===== config.mk =====
export PLATFORM = sky130hd
export DESIGN_NAME = roi_serial_driver
export DESIGN_NICKNAME = d
export VERILOG_FILES = /design/src/rtl/roi_serial_driver.sv
export SDC_FILE = /design/constraint.sdc
export NUM_CORES = 1
export LEC_CHECK = 0
export BUFFER_PORTS_ARGS = -buffer_cell sky130_fd_sc_hd__clkbuf_2
export CELL_PAD_IN_SITES_DETAIL_PLACEMENT = 0
export CELL_PAD_IN_SITES_GLOBAL_PLACEMENT = 1
export CORE_ASPECT_RATIO = 0.5
export CORE_MARGIN = 5
export CORE_UTILIZATION = 46
export CTS_CLUSTER_SIZE = 40
export DETAILED_ROUTE_END_ITERATION = 10
export PLACE_DENSITY = 0.8
export SYNTH_ARGS = -nofsm -noshare
export SYNTH_HDL_FRONTEND = slang
export SYNTH_SLANG_ARGS = --single-unit

===== constraint.sdc =====
create_clock -name clk -period 2.8 [get_ports clk]
set_input_delay 0.42 -clock clk [delete_from_list [all_inputs] [get_ports clk]]
set_output_delay 0.42 -clock clk [all_outputs]
set_load 0.02 [all_outputs]

===== src/rtl/roi_serial_driver.sv =====
// ============================================================================
// Module      : roi_serial_driver
// Description : Host-side driver for the minitest serial harness. It shifts a
//               parallel stimulus vector out on di, issues one load strobe,
//               then captures the ROI result returned on sdo.
//               Optional macro ROI_SERIAL_DRIVER_SDO_SYNC_EN inserts a
//               2-flop synchronizer on sdo, which adds 2 cycles of latency.
// Revision    : 1.0 - initial release
// ============================================================================
`default_nettype none

module roi_serial_driver #(
    parameter int DIN_N  = 256,
    parameter int DOUT_N = 256
) (
    input  logic              clk,
    input  logic              rst_n,
    input  logic              start,
    input  logic [DIN_N-1:0]  vec_in,
    output logic              busy,
    output logic              done,
    output logic [DOUT_N-1:0] vec_out,
    output logic              di,
    output logic              stb,
    input  logic              sdo
);

    localparam int c_MAX_N = (DIN_N > DOUT_N) ? DIN_N : DOUT_N;
    localparam int c_CNT_W = $clog2(c_MAX_N + 1);

`ifdef ROI_SERIAL_DRIVER_SDO_SYNC_EN
    localparam int c_SYNC_LAT = 2;
`else
    localparam int c_SYNC_LAT = 0;
`endif

    // Counter preload values. The edge that leaves WAIT already captures the
    // first result bit, so CAPTURE itself only needs DOUT_N-1 further edges.
    localparam logic [c_CNT_W-1:0] c_CNT_DIN  = c_CNT_W'(DIN_N - 1);
    localparam logic [c_CNT_W-1:0] c_CNT_CAP  = c_CNT_W'(DOUT_N - 2);
    localparam logic [c_CNT_W-1:0] c_CNT_WAIT = c_CNT_W'(c_SYNC_LAT);
    localparam logic [c_CNT_W-1:0] c_CNT_ONE  = c_CNT_W'(1);

    typedef enum logic [2:0] {
        S_IDLE    = 3'd0,
        S_SHIFT   = 3'd1,
        S_STROBE  = 3'd2,
        S_WAIT    = 3'd3,
        S_CAPTURE = 3'd4
    } state_t;

    state_t              r_state,   w_state_nxt;
    logic [c_CNT_W-1:0]  r_cnt,     w_cnt_nxt;
    logic [DIN_N-1:0]    r_shreg,   w_shreg_nxt;
    logic [DOUT_N-1:0]   r_vec_out, w_vec_out_nxt;
    logic                r_busy,    w_busy_nxt;
    logic                r_done,    w_done_nxt;
    logic                r_di,      w_di_nxt;
    logic                r_stb,     w_stb_nxt;
    logic                w_sdo_s;

`ifdef ROI_SERIAL_DRIVER_SDO_SYNC_EN
    logic [1:0] r_sdo_sync;

    // Two-flop synchronizer on the returned serial data.
    always_ff @(posedge clk or negedge rst_n) begin
        if (!rst_n) begin
            r_sdo_sync <= 2'b00;
        end else begin
            r_sdo_sync <= {r_sdo_sync[0], sdo};
        end
    end

    assign w_sdo_s = r_sdo_sync[1];
`else
    assign w_sdo_s = sdo;
`endif

    // State and output register; reset aborts a run with no done pulse.
    always_ff @(posedge clk or negedge rst_n) begin
        if (!rst_n) begin
            r_state   <= S_IDLE;
            r_cnt     <= '0;
            r_shreg   <= '0;
            r_vec_out <= '0;
            r_busy    <= 1'b0;
            r_done    <= 1'b0;
            r_di      <= 1'b0;
            r_stb     <= 1'b0;
        end else begin
            r_state   <= w_state_nxt;
            r_cnt     <= w_cnt_nxt;
            r_shreg   <= w_shreg_nxt;
            r_vec_out <= w_vec_out_nxt;
            r_busy    <= w_busy_nxt;
            r_done    <= w_done_nxt;
            r_di      <= w_di_nxt;
            r_stb     <= w_stb_nxt;
        end
    end

    // Next-state and next-output logic for the whole run sequence.
    always_comb begin
        w_state_nxt   = r_state;
        w_cnt_nxt     = r_cnt;
        w_shreg_nxt   = r_shreg;
        w_vec_out_nxt = r_vec_out;
        w_busy_nxt    = r_busy;
        w_done_nxt    = 1'b0;
        w_di_nxt      = 1'b0;
        w_stb_nxt     = 1'b0;

        case (r_state)
            S_IDLE: begin
                if (start) begin
                    // MSB goes out immediately; the rest waits in the shifter.
                    w_di_nxt    = vec_in[DIN_N-1];
                    w_shreg_nxt = {vec_in[DIN_N-2:0], 1'b0};
                    w_cnt_nxt   = c_CNT_DIN;
                    w_busy_nxt  = 1'b1;
                    w_state_nxt = S_SHIFT;
                end
            end
            S_SHIFT: begin
                if (r_cnt == '0) begin
                    w_stb_nxt   = 1'b1;
                    w_state_nxt = S_STROBE;
                end else begin
                    w_di_nxt    = r_shreg[DIN_N-1];
                    w_shreg_nxt = {r_shreg[DIN_N-2:0], 1'b0};
                    w_cnt_nxt   = r_cnt - c_CNT_ONE;
                end
            end
            S_STROBE: begin
                w_cnt_nxt   = c_CNT_WAIT;
                w_state_nxt = S_WAIT;
            end
            S_WAIT: begin
                if (r_cnt == '0) begin
                    w_vec_out_nxt = {r_vec_out[DOUT_N-2:0], w_sdo_s};
                    w_cnt_nxt     = c_CNT_CAP;
                    w_state_nxt   = S_CAPTURE;
                end else begin
                    w_cnt_nxt = r_cnt - c_CNT_ONE;
                end
            end
            S_CAPTURE: begin
                w_vec_out_nxt = {r_vec_out[DOUT_N-2:0], w_sdo_s};
                if (r_cnt == '0) begin
                    w_busy_nxt  = 1'b0;
                    w_done_nxt  = 1'b1;
                    w_state_nxt = S_IDLE;
                end else begin
                    w_cnt_nxt = r_cnt - c_CNT_ONE;
                end
            end
            default: begin
                w_busy_nxt  = 1'b0;
                w_cnt_nxt   = '0;
                w_state_nxt = S_IDLE;
            end
        endcase
    end

    assign busy    = r_busy;
    assign done    = r_done;
    assign vec_out = r_vec_out;
    assign di      = r_di;
    assign stb     = r_stb;

endmodule

`default_nettype wire

==> results.json, run 1 <==
{
  "die_area_um2": 57680,
  "fillers": 4315,
  "vias_per_cell": 5.077,
  "relSlewSlack_pct": 43.71,
  "synth_top_area_cell": "dfrtp_1",
  "dp_cells": 2659,
  "maxCapViolCount": 0,
  "core_um2": 52040,
  "cp.arrival_ns": 2.98,
  "max_clock_freq_mhz": 395.5,
  "drt-total-wl_um": 56040,
  "layout_common_cells": "527 x dfrtp_1, 518 x clkbuf_2, 275 x mux2_2",
  "synthMuxAreaShare_pct": 39.34,
  "worst_pin_slew_ns": 0.8444,
  "fin_crit_sh_pct": 90.29,
  "cts_resized": 0,
  "synth-compound-area-share_pct": 1.223,
  "grt_use_total_pct": 18.66,
  "ys_seq_area_share_pct": 54.39,
  "synthAdderAreaFrac_pct": 0.09288,
  "crit_path_max_incr_delay_ns": 0.58,
  "regArea_um2": 13190,
  "grt_max_degree": 152,
  "cts_max_level": 2,
  "syn-mean-instance-area_um2": 16.30,
  "min_delay_path_depth": 3,
  "setup_violations": 0,
  "tns_ns": 0,
  "tritoncts": "done",
  "finalNetCount": 2271,
  "instances_no_fill": 2754,
  "slew_violations": 0,
  "placed_cell_area_um2": 27460,
  "worstSetupEndpointType": "flip-flop",
  "critical-path-top-delay-family": "simple AND/OR/NAND/NOR gates",
  "hold_path.class": "in -> reg",
  "cp.depth": 8,
  "path_cells": "inv_1 > ha_1 > or4b_4 > nor2_8 > o22ai_4 > buf_12 > buf_4 > mux2_4",
  "layout_commonest_cell": "dfrtp_1",
  "yosys_register_bits": 527,
  "synth_xor_area_share_pct": 0.03612,
  "syn-num-nets": 1749,
  "die_width_um": 334.7,
  "drive_above_1_share_pct": 57.69,
  "root_buffer": "clkbuf_16",
  "antenna_found_initial": 3,
  "crit_fanout": 31,
  "critPathBufInv": 3,
  "syn2layout_area_growth_pct": 19.92,
  "rows": 59,
  "fp.dieH_um": 172.3,
  "vias": 13980,
  "ios": 520,
  "grt_pass1_wl_um": 85730,
  "firstDrtPassIters": 4,
  "worst_path_max_delay_cell": "or4b_4",
  "clk_pin_slew_ns": 0.07,
  "yosysUniqueCellTypes": 51,
  "synth-edff-count": 0,
  "multi_input_area_um2": 10230,
  "cts_buffer_depth": 3,
  "start_util_pct": 46.59,
  "io_buffer_count": 519,
  "ant_nets": 0,
  "gpl.final_weighted_congestion": 0.8110,
  "fin_crit_ns": 2.528,
  "drt_iter0_drc": 736,
  "grt_pass1_vias": 14840,
  "vdd_drop_max_mv": 0.6278,
  "netlist_instances": 1488,
  "final_cell_area_um2": 29080,
  "crit_type": "reg -> reg",
  "synthesis.area_um2": 24250,
  "ys_async_sr_fraction_pct": 100.0,
  "synth_top_family_by_area": "multiplexers",
  "clk_latency_ns": 0.58,
  "skew_ns": 0.02568,
  "cellPowerDensity_nw_per_um2": 954.6,
  "cp-start-kind": "flip-flop",
  "synth-main-ff-cell": "dfrtp_1",
  "cts_inserted_buffers": 49,
  "routedWlPerCell_um": 20.35,
  "status": "complete, no violations",
  "crit_required_ns": 3.25,
  "synth_top_area_share_pct": 54.39,
  "hold_slack_ns": 0.05534,
  "drc": 0,
  "reg2reg_depth": 8,
  "cellLeakagePower_nw": 15.35,
  "ys_warn_count": 0,
  "cts.sinks": 527,
  "synth.area.top_cells": "dfrtp_1 54%, mux2_4 15%, mux2_2 13%, mux2_1 11%, buf_6 2.5%",
  "dp_hpwl_um": 40050,
  "power_mw": 27.76,
  "rsz0062_at_grt": "no",
  "hold_violations": 0,
  "yosys.area_share.simple_pct": 1.476,
  "grt_overflow": 0
}
[flip-flops by register name, indices dropped and copies added, names as in the netlist]
| name | cells |
|---|---|
| busy | 1 |
| stb | 1 |
| r_cnt | 9 |
| done | 1 |
| r_shreg | 255 |
| r_state | 3 |
| di | 1 |
| vec_out | 256 |
[tightest hold or removal path, delay by kind of cell]
kind | cells | cell delay, ns
simple gates | 1 | 0.03
buf+inv | 1 | 0.08
compound gates | 1 | 0.06
[metal layers]
metal	routed length (µm)	global-route usage, %	part of all wire [%]
met4	1662	5.923	3.0
met1	21310	21.48	38
met3	1518	2.699	2.7
met5	0	0	0
met2	31550	36.15	56
[worst paths after layout]
path,from,to,slack (ns)
max in group asynchronous,rst_n,vec_out[61],1.51
min,vec_in[0],r_shreg[1],0.06
max,r_cnt[0],r_shreg[142],0.27
min in group asynchronous,rst_n,r_shreg[48],0.40
max reg2reg,r_cnt[0],r_shreg[142],0.27
min reg2reg,r_shreg[255],di,0.50
[per-stage QoR]
| step | setup slack [ns] | util [%] |
|---|---|---|
| 5_1_grt | 0.1167 | 55.86 |
| 3_5_place_dp | 0.2779 | 52.76 |
| 3_3_place_gp | 0.3121 | 52.76 |
| 4_1_cts | 0.2682 | 55.84 |
| 6_report | 0.2719 | 55.87 |
| 2_1_floorplan | 0.5530 | - |
[final cells by class]
type	count	area share (%)
clock inverters	21	0.6540
diodes	6	0.05164
well taps	701	3.016
inverters	4	0.05164
multi-input cells	862	35.17
flip-flops and latches	527	45.35
repair buffers	566	10.88
clock buffers	67	4.828
[timing repair]
action | 4_1_cts | 5_1_grt
setup buffers | 0 | 0
hold buffers | 1 | 0
hold endpoints to repair | 56 | 0
[cells by family (layout without fill, tap and decap cells)]
| family | Yosys count | after routing |
|---|---|---|
| muxes | 764 | 764 |
| DFF | 527 | 527 |
| buffers and inverters | 99 | 658 |
| and+or+nand+nor | 56 | 56 |
| AOI/OAI and AO/OA | 39 | 39 |
| adders and majority gates | 2 | 2 |
| xor gates and xnor gates | 1 | 1 |
| other | 0 | 6 |
[synth_stat cells, types with 2 or more instances]
| library cell | instances |
|---|---|
| nand2_1 | 7 |
| buf_8 | 4 |
| buf_4 | 2 |
| nor4_1 | 4 |
| a22oi_1 | 2 |
| inv_1 | 4 |
| buf_2 | 5 |
| nor3_1 | 10 |
| buf_6 | 54 |
| a21oi_1 | 6 |
| nand4_1 | 2 |
| mux2_2 | 275 |
| o21ai_0 | 9 |
| mux2_4 | 249 |
| or4_1 | 2 |
| a2111oi_0 | 2 |
| or3_1 | 4 |
| mux2_1 | 240 |
| nor2_1 | 9 |
| dfrtp_1 | 527 |
| nor2b_1 | 2 |
| a211oi_1 | 3 |
| a2bb2oi_1 | 3 |
| o41ai_1 | 5 |
| clkbuf_1 | 29 |
| or3b_2 | 3 |
| nand3_1 | 2 |
[power breakdown]
group	internal (mW)	switching, mW	leakage [nW]	total, mW
registers	9.69	1.18	6.80	10.9
logic	6.96	3.27	7.75	10.2
clock network	3.71	2.96	0.793	6.67
total	20.4	7.40	15.3	27.8
No activity file was read; power rests on OpenSTA's default activity.
==> inputs of run 2 (changes only) <==
- CORE_MARGIN: 5 -> 1.5
==> run 2 against run 1 <==
  * Sequential share of layout area decreased by 0.10 points
  * Sequential cell count is the same
  * Non-clock buffer count down 2
  * Global-route usage rose by 0.71 points
  * Power up 0.75%
  * Sequential power hardly changed
  * Combinational power about the same
  * Via count shrank 0.20%
  * Largest power group unchanged
  * Clock power rose by 3.9%
  * Final cell count hardly changed
  * Design area increased by 0.22%
  * First-iteration DRC count up 1.5%
==> results.json, run 2 (same netlist as run 1, synthesis figures left out) <==
{
  "cts.sinks": 527,
  "final_core_util_pct": 56.00,
  "combPwrFrac_pct": 36.4,
  "final_cell_area_um2": 29140,
  "met1_usage_pct": 23.49,
  "cts_resized": 0,
  "setup_violations": 0,
  "path_cells": "inv_1 > ha_1 > or4b_4 > nor2_8 > o22ai_4 > buf_12 > mux2_4",
  "fp.dieH_um": 165.3,
  "grt_overflow": 0,
  "clk_pin_slew_ns": 0.07,
  "grt_max_degree": 100,
  "maxCapViolCount": 0,
  "slew_violations": 0,
  "p_sw_mw": 7.445,
  "finalNetCount": 2269,
  "rows": 59,
  "crit_fanout": 95,
  "crit_path_max_incr_delay_ns": 0.59,
  "firstDrtPassIters": 4,
  "cts_max_level": 2,
  "clkPwrFrac_pct": 24.8,
  "largest_register_ffs": 256,
  "layout_common_cells": "527 x dfrtp_1, 518 x clkbuf_2, 275 x mux2_2",
  "antenna_found_initial": 6,
  "drc": 0,
  "relSlewSlack_pct": 27.84,
  "worst_pin_slew_ns": 1.082,
  "clk_latency_ns": 0.59,
  "cellLeakagePower_nw": 15.36,
  "cp.arrival_ns": 3.01,
  "placed_cell_area_um2": 27460,
  "io_buffer_count": 519,
  "routedWlPerCell_um": 19.67,
  "rsz0062_at_grt": "no",
  "cellPowerDensity_nw_per_um2": 959.6,
  "tritoncts": "done",
  "die_width_um": 327.7,
  "crit_required_ns": 3.26,
  "grt_use_total_pct": 19.37,
  "gpl.final_weighted_congestion": 0.8189,
  "hold_path.class": "in -> reg",
  "cp-start-kind": "flip-flop",
  "drt_iter0_drc": 747,
  "grt-busiest-layer": "met2",
  "worstSetupEndpointType": "flip-flop",
  "cts_inserted_buffers": 49,
  "cts_buffer_depth": 3,
  "max_clock_freq_mhz": 392.7,
  "internal_power_mw": 20.52,
  "grt_use_met3_pct": 2.568,
  "vias_per_cell": 5.063,
  "status": "complete, no violations",
  "fin_crit_sh_pct": 90.94,
  "grt_pass1_wl_um": 82790,
  "hold_violations": 0,
  "fin_crit_ns": 2.546,
  "skew_ns": 0.03020,
  "ant_nets": 0,
  "tns_ns": 0,
  "syn2layout_area_growth_pct": 20.19,
  "vias": 13950,
  "postCtsSetupBuffers": 0,
  "grt_pass1_vias": 14260,
  "root_buffer": "clkbuf_16",
  "layout_commonest_cell": "dfrtp_1",
  "start_util_pct": 46.59,
  "drive_above_1_share_pct": 57.55,
  "core_um2": 52040,
  "use_met2_pct": 35.41,
  "power_mw": 27.96,
  "dp_cells": 2657,
  "sw_frac_of_total_pct": 26.62,
  "drt-total-wl_um": 54210,
  "vdd_drop_max_mv": 0.8912,
  "cts_hold_buf": 1,
  "dp_hpwl_um": 38200,
  "worst_path_max_delay_cell": "or4b_4",
  "instances_no_fill": 2756,
  "pwr-share-seq_pct": 38.8,
  "die_area_um2": 54180,
  "ios": 520,
  "crit_type": "reg -> reg"
}
==> run 2: path summary, 6_finish.rpt <==
path                               from      endpoint  slack (ns)  cells after the start
max                            r_cnt[0]  r_shreg[175]        0.25                      7
min                                 sdo    vec_out[0]        0.05                      2
max reg2reg                    r_cnt[0]  r_shreg[175]        0.25                      7
min reg2reg                vec_out[217]  vec_out[218]        0.50                      1
max in group asynchronous         rst_n   r_shreg[25]        1.49                      3
min in group asynchronous         rst_n  r_shreg[134]        0.44                      2
==> run 2: stage by stage <==
| step | setup slack, ns | hold WS [ns] |
|---|---|---|
| after floorplan | 0.5530 | 0.1244 |
| after global placement | 0.2936 | 0.4711 |
| after detailed placement | 0.2352 | 0.4862 |
| after CTS | 0.2465 | 0.01077 |
| after global routing | 0.1072 | 0.04127 |
| final | 0.2537 | 0.05483 |
==> run 2: layout make-up <==
type | instances | area, µm²
flip-flops and latches | 527 | 13190
multi-input cells | 862 | 10230
clock inverters | 20 | 241.5
well taps | 701 | 877.1
fillers | 4291 | 22900
inverters | 4 | 15.01
diodes | 8 | 20.02
repair buffers | 564 | 3161
clock buffers | 70 | 1415
==> run 2: power by group through the flow <==
stage	Clock [mW]	Sequential (mW)	Combinational [mW]
after global placement	0	10.9	9.98
final	6.93	10.9	10.2
after floorplan	0	10.6	9.20
after global routing	7.45	11.1	10.9
after CTS	7.14	10.9	10.3
after detailed placement	0	10.9	10.2
==> run 2: worst max-delay path, delay by kind of cell, from the launching register on <==
family | cells | cell delay (ns)
muxes | 1 | 0.41
and+or+nand+nor | 2 | 0.76
adders and majority gates | 1 | 0.24
buffers and inverters | 2 | 0.35
DFF | 1 | 0.42
AOI/OAI and AO/OA | 1 | 0.12
==> run 2: metal layers <==
metal	wire length [µm]	vias up
met5	0	-
met1	21690	7221
met4	1775	0
met2	29350	202
li1	-	6433
met3	1395	97
==> inputs of run 3 (changes only) <==
- ABC_AREA: unset -> 1
- CORE_UTILIZATION: 46 -> 43
- PLACE_DENSITY: 0.8 -> 0.84
- clock period: 2.8 -> 3.3 ns (I/O delays scaled with it)
==> run 3 against run 2 <==
  * The run now ends with design-rule violations left
  * First-iteration DRC count up 79%
  * Utilization down 3.5 points
  * Design area down 5.9%
  * Sequential share of layout area up 2.9 points
  * Clock skew up 0.0017 ns
  * Die area up 0.92%
  * Clock power down 19%
  * Worst hold slack better by 0.060 ns
  * Synthesized cell count up 84%
  * Final cell count up 42%
  * Global-route usage up 0.82 points
  * Critical path depth up 2
  * Critical endpoint is now vec_out[65]
==> results.json, run 3 <==
{
  "worst_pin_slew_ns": 0.8413,
  "grt_pass1_wl_um": 89700,
  "drt-total-wl_um": 55440,
  "ys_async_sr_fraction_pct": 100.0,
  "clk_pin_slew_ns": 0.06,
  "skew_ns": 0.03191,
  "start_util_pct": 43.77,
  "yosys_register_bits": 527,
  "worst_path_max_delay_cell": "nand2_8",
  "status": "finished, violations left",
  "grt_overflow": 0,
  "grt_pass1_vias": 17400,
  "regArea_um2": 13190,
  "ant_nets": 0,
  "grt_use_met3_pct": 3.631,
  "grt-busiest-layer": "met2",
  "dp_hpwl_um": 37990,
  "crit_fanout": 107,
  "crit_required_ns": 3.80,
  "cp.arrival_ns": 2.87,
  "maxCapViolCount": 0,
  "synthTopCellsByCount": "693 x nand2_1, 552 x o21ai_0, 527 x dfrtp_1, 397 x inv_1, 138 x nor2_1",
  "grt_use_total_pct": 20.19,
  "gpl.final_weighted_congestion": 0.8310,
  "synth-main-ff-cell": "dfrtp_1",
  "crit_path_max_incr_delay_ns": 0.40,
  "cts.sinks": 527,
  "setup_violations": 0,
  "crit_type": "reg -> reg",
  "slew_violations": 0,
  "yosysUniqueCellTypes": 26,
  "ys_seq_area_share_pct": 57.65,
  "cts_max_level": 2,
  "placed_cell_area_um2": 25830,
  "cp-start-kind": "flip-flop",
  "cts_resized": 0,
  "tritoncts": "done",
  "layout_common_cells": "693 x nand2_1, 552 x o21ai_0, 527 x dfrtp_1",
  "synth_top_area_cell": "dfrtp_1",
  "drive_above_1_share_pct": 19.96,
  "layout_commonest_cell": "nand2_1",
  "fin_crit_sh_pct": 71.68,
  "cellPowerDensity_nw_per_um2": 1079,
  "yosysMostFrequentCell": "nand2_1",
  "cts_buffer_depth": 3,
  "fp.dieH_um": 166.1,
  "root_buffer": "clkbuf_16",
  "drt_iter0_drc": 1338,
  "rsz0062_at_grt": "no",
  "ys_warn_count": 0,
  "max_clock_freq_mhz": 422.7,
  "die_width_um": 329.2,
  "io_buffer_count": 519,
  "ios": 520,
  "sw_frac_of_total_pct": 43.43,
  "multi_input_area_um2": 7273,
  "violations": "design-rule violations",
  "fillers": 5030,
  "fin_crit_ns": 2.366,
  "cp_common_cell": "nor2_1",
  "core_um2": 52270,
  "cellLeakagePower_nw": 13.98,
  "vias_per_cell": 4.686,
  "use_met2_pct": 34.29,
  "path_cells": "inv_1 > ha_1 > nand2_1 > nor2_1 > nand3_2 > nand2_8 > buf_12 > nor2_1 > a21oi_1",
  "cts_inserted_buffers": 48,
  "netlist_instances": 2736,
  "routedWlPerCell_um": 14.20,
  "drc": 6,
  "synth-edff-count": 0,
  "synthesis.area_um2": 22880,
  "vias": 18300,
  "synth.area.top_cells": "dfrtp_1 58%, o21ai_0 12%, nand2_1 11%, inv_1 6.5%, a21oi_1 2.8%",
  "pwr-share-seq_pct": 38.0,
  "synth_top_area_share_pct": 57.65,
  "grt_max_degree": 207,
  "clk_latency_ns": 0.58,
  "syn2layout_area_growth_pct": 19.83,
  "combPwrFrac_pct": 43.0,
  "syn-num-nets": 2997,
  "internal_power_mw": 16.73,
  "hold_violations": 0,
  "final_cell_area_um2": 27410,
  "tns_ns": 0,
  "finalNetCount": 3425,
  "relSlewSlack_pct": 43.91,
  "rows": 59,
  "vdd_drop_max_mv": 0.8448,
  "cts_hold_buf": 1,
  "firstDrtPassIters": 8,
  "p_sw_mw": 12.85,
  "largest_register_ffs": 256,
  "met1_usage_pct": 24.78,
  "worstSetupEndpointType": "flip-flop",
  "postCtsSetupBuffers": 0,
  "clkPwrFrac_pct": 19.0,
  "hold_path.class": "in -> reg",
  "syn-mean-instance-area_um2": 8.361,
  "die_area_um2": 54680,
  "antenna_found_initial": 7
}
[run 3: changes by cell type after synthesis, moves of 240 or more]
| cell | previous run | this run |
|---|---|---|
| o21ai_0 | 9 | 552 |
| mux2_2 | 275 | 0 |
| nand2_1 | 7 | 693 |
| mux2_1 | 240 | 0 |
| inv_1 | 4 | 397 |
| mux2_4 | 249 | 0 |
[run 3: cell families after synthesis]
family / synth area share [%]
xor gates and xnor gates: 0.07658
DFF: 57.65
and+or+nand+nor: 14.60
adders and majority gates: 0.05468
AOI/OAI and AO/OA: 16.91
buffers and inverters: 10.71
[run 3: metrics by stage]
| step | hold WS (ns) | setup slack (ns) | total power, mW | cells | util (%) |
|---|---|---|---|---|---|
| 4_1_cts | 0.06823 | 0.9102 | 29.99 | 3898 | 52.42 |
| 3_3_place_gp | 0.4595 | 0.9959 | 23.84 | 3814 | 49.43 |
| 3_5_place_dp | 0.4695 | 0.9623 | 24.18 | 3814 | 49.43 |
| 2_1_floorplan | 0.1994 | 1.497 | 20.41 | 2736 | - |
| 5_1_grt | 0.1071 | 0.6614 | 32.21 | 3905 | 52.45 |
| 6_report | 0.1146 | 0.9344 | 29.57 | 3905 | 52.45 |
[run 3: path summary, 6_finish.rpt]
check	from	endpoint	slack, ns	depth (start not counted)
setup reg to reg	r_cnt[0]	vec_out[65]	0.93	9
min in group asynchronous	rst_n	vec_out[232]	0.54	2
hold reg to reg	busy	busy	0.48	2
hold / removal	sdo	vec_out[0]	0.11	3
max in group asynchronous	rst_n	r_shreg[135]	1.81	3
setup / recovery	r_cnt[0]	vec_out[65]	0.93	9
[run 3: power groups by stage]
| stage | Clock, mW | Combinational (mW) | Sequential [mW] |
|---|---|---|---|
| global route | 6.08 | 14.5 | 11.6 |
| CTS | 5.81 | 12.9 | 11.3 |
| global placement | 0 | 12.6 | 11.3 |
| floorplan | 0 | 7.36 | 13.0 |
| detailed placement | 0 | 12.8 | 11.3 |
| finish | 5.63 | 12.7 | 11.2 |
[run 3: per-layer routing]
metal	vias up	part of all wire, %
li1	9395	-
met1	8486	41
met2	287	51
met3	132	3.5
met4	0	4.5
met5	-	0
[run 3: layout make-up]
type                            count  share of cell area, %
Multi-Input combinational cell   1638                  26.53
Timing Repair Buffer              547                  10.93
Clock buffer                       67                  5.007
Sequential cell                   527                  48.11
Tap cell                          701                  3.199
Inverter                          402                  5.504
Clock inverter                     16                 0.6618
Antenna cell                        7                0.06390
[run 3: critical path: cells and delay by family (launching register included)]
family	cells	cell delay (ns)
buffers and inverters	2	0.52
flip-flops	1	0.37
AND/OR/NAND/NOR	5	0.94
AO/OA/AOI/OAI	1	0.16
adder cells (fa/ha/maj)	1	0.23
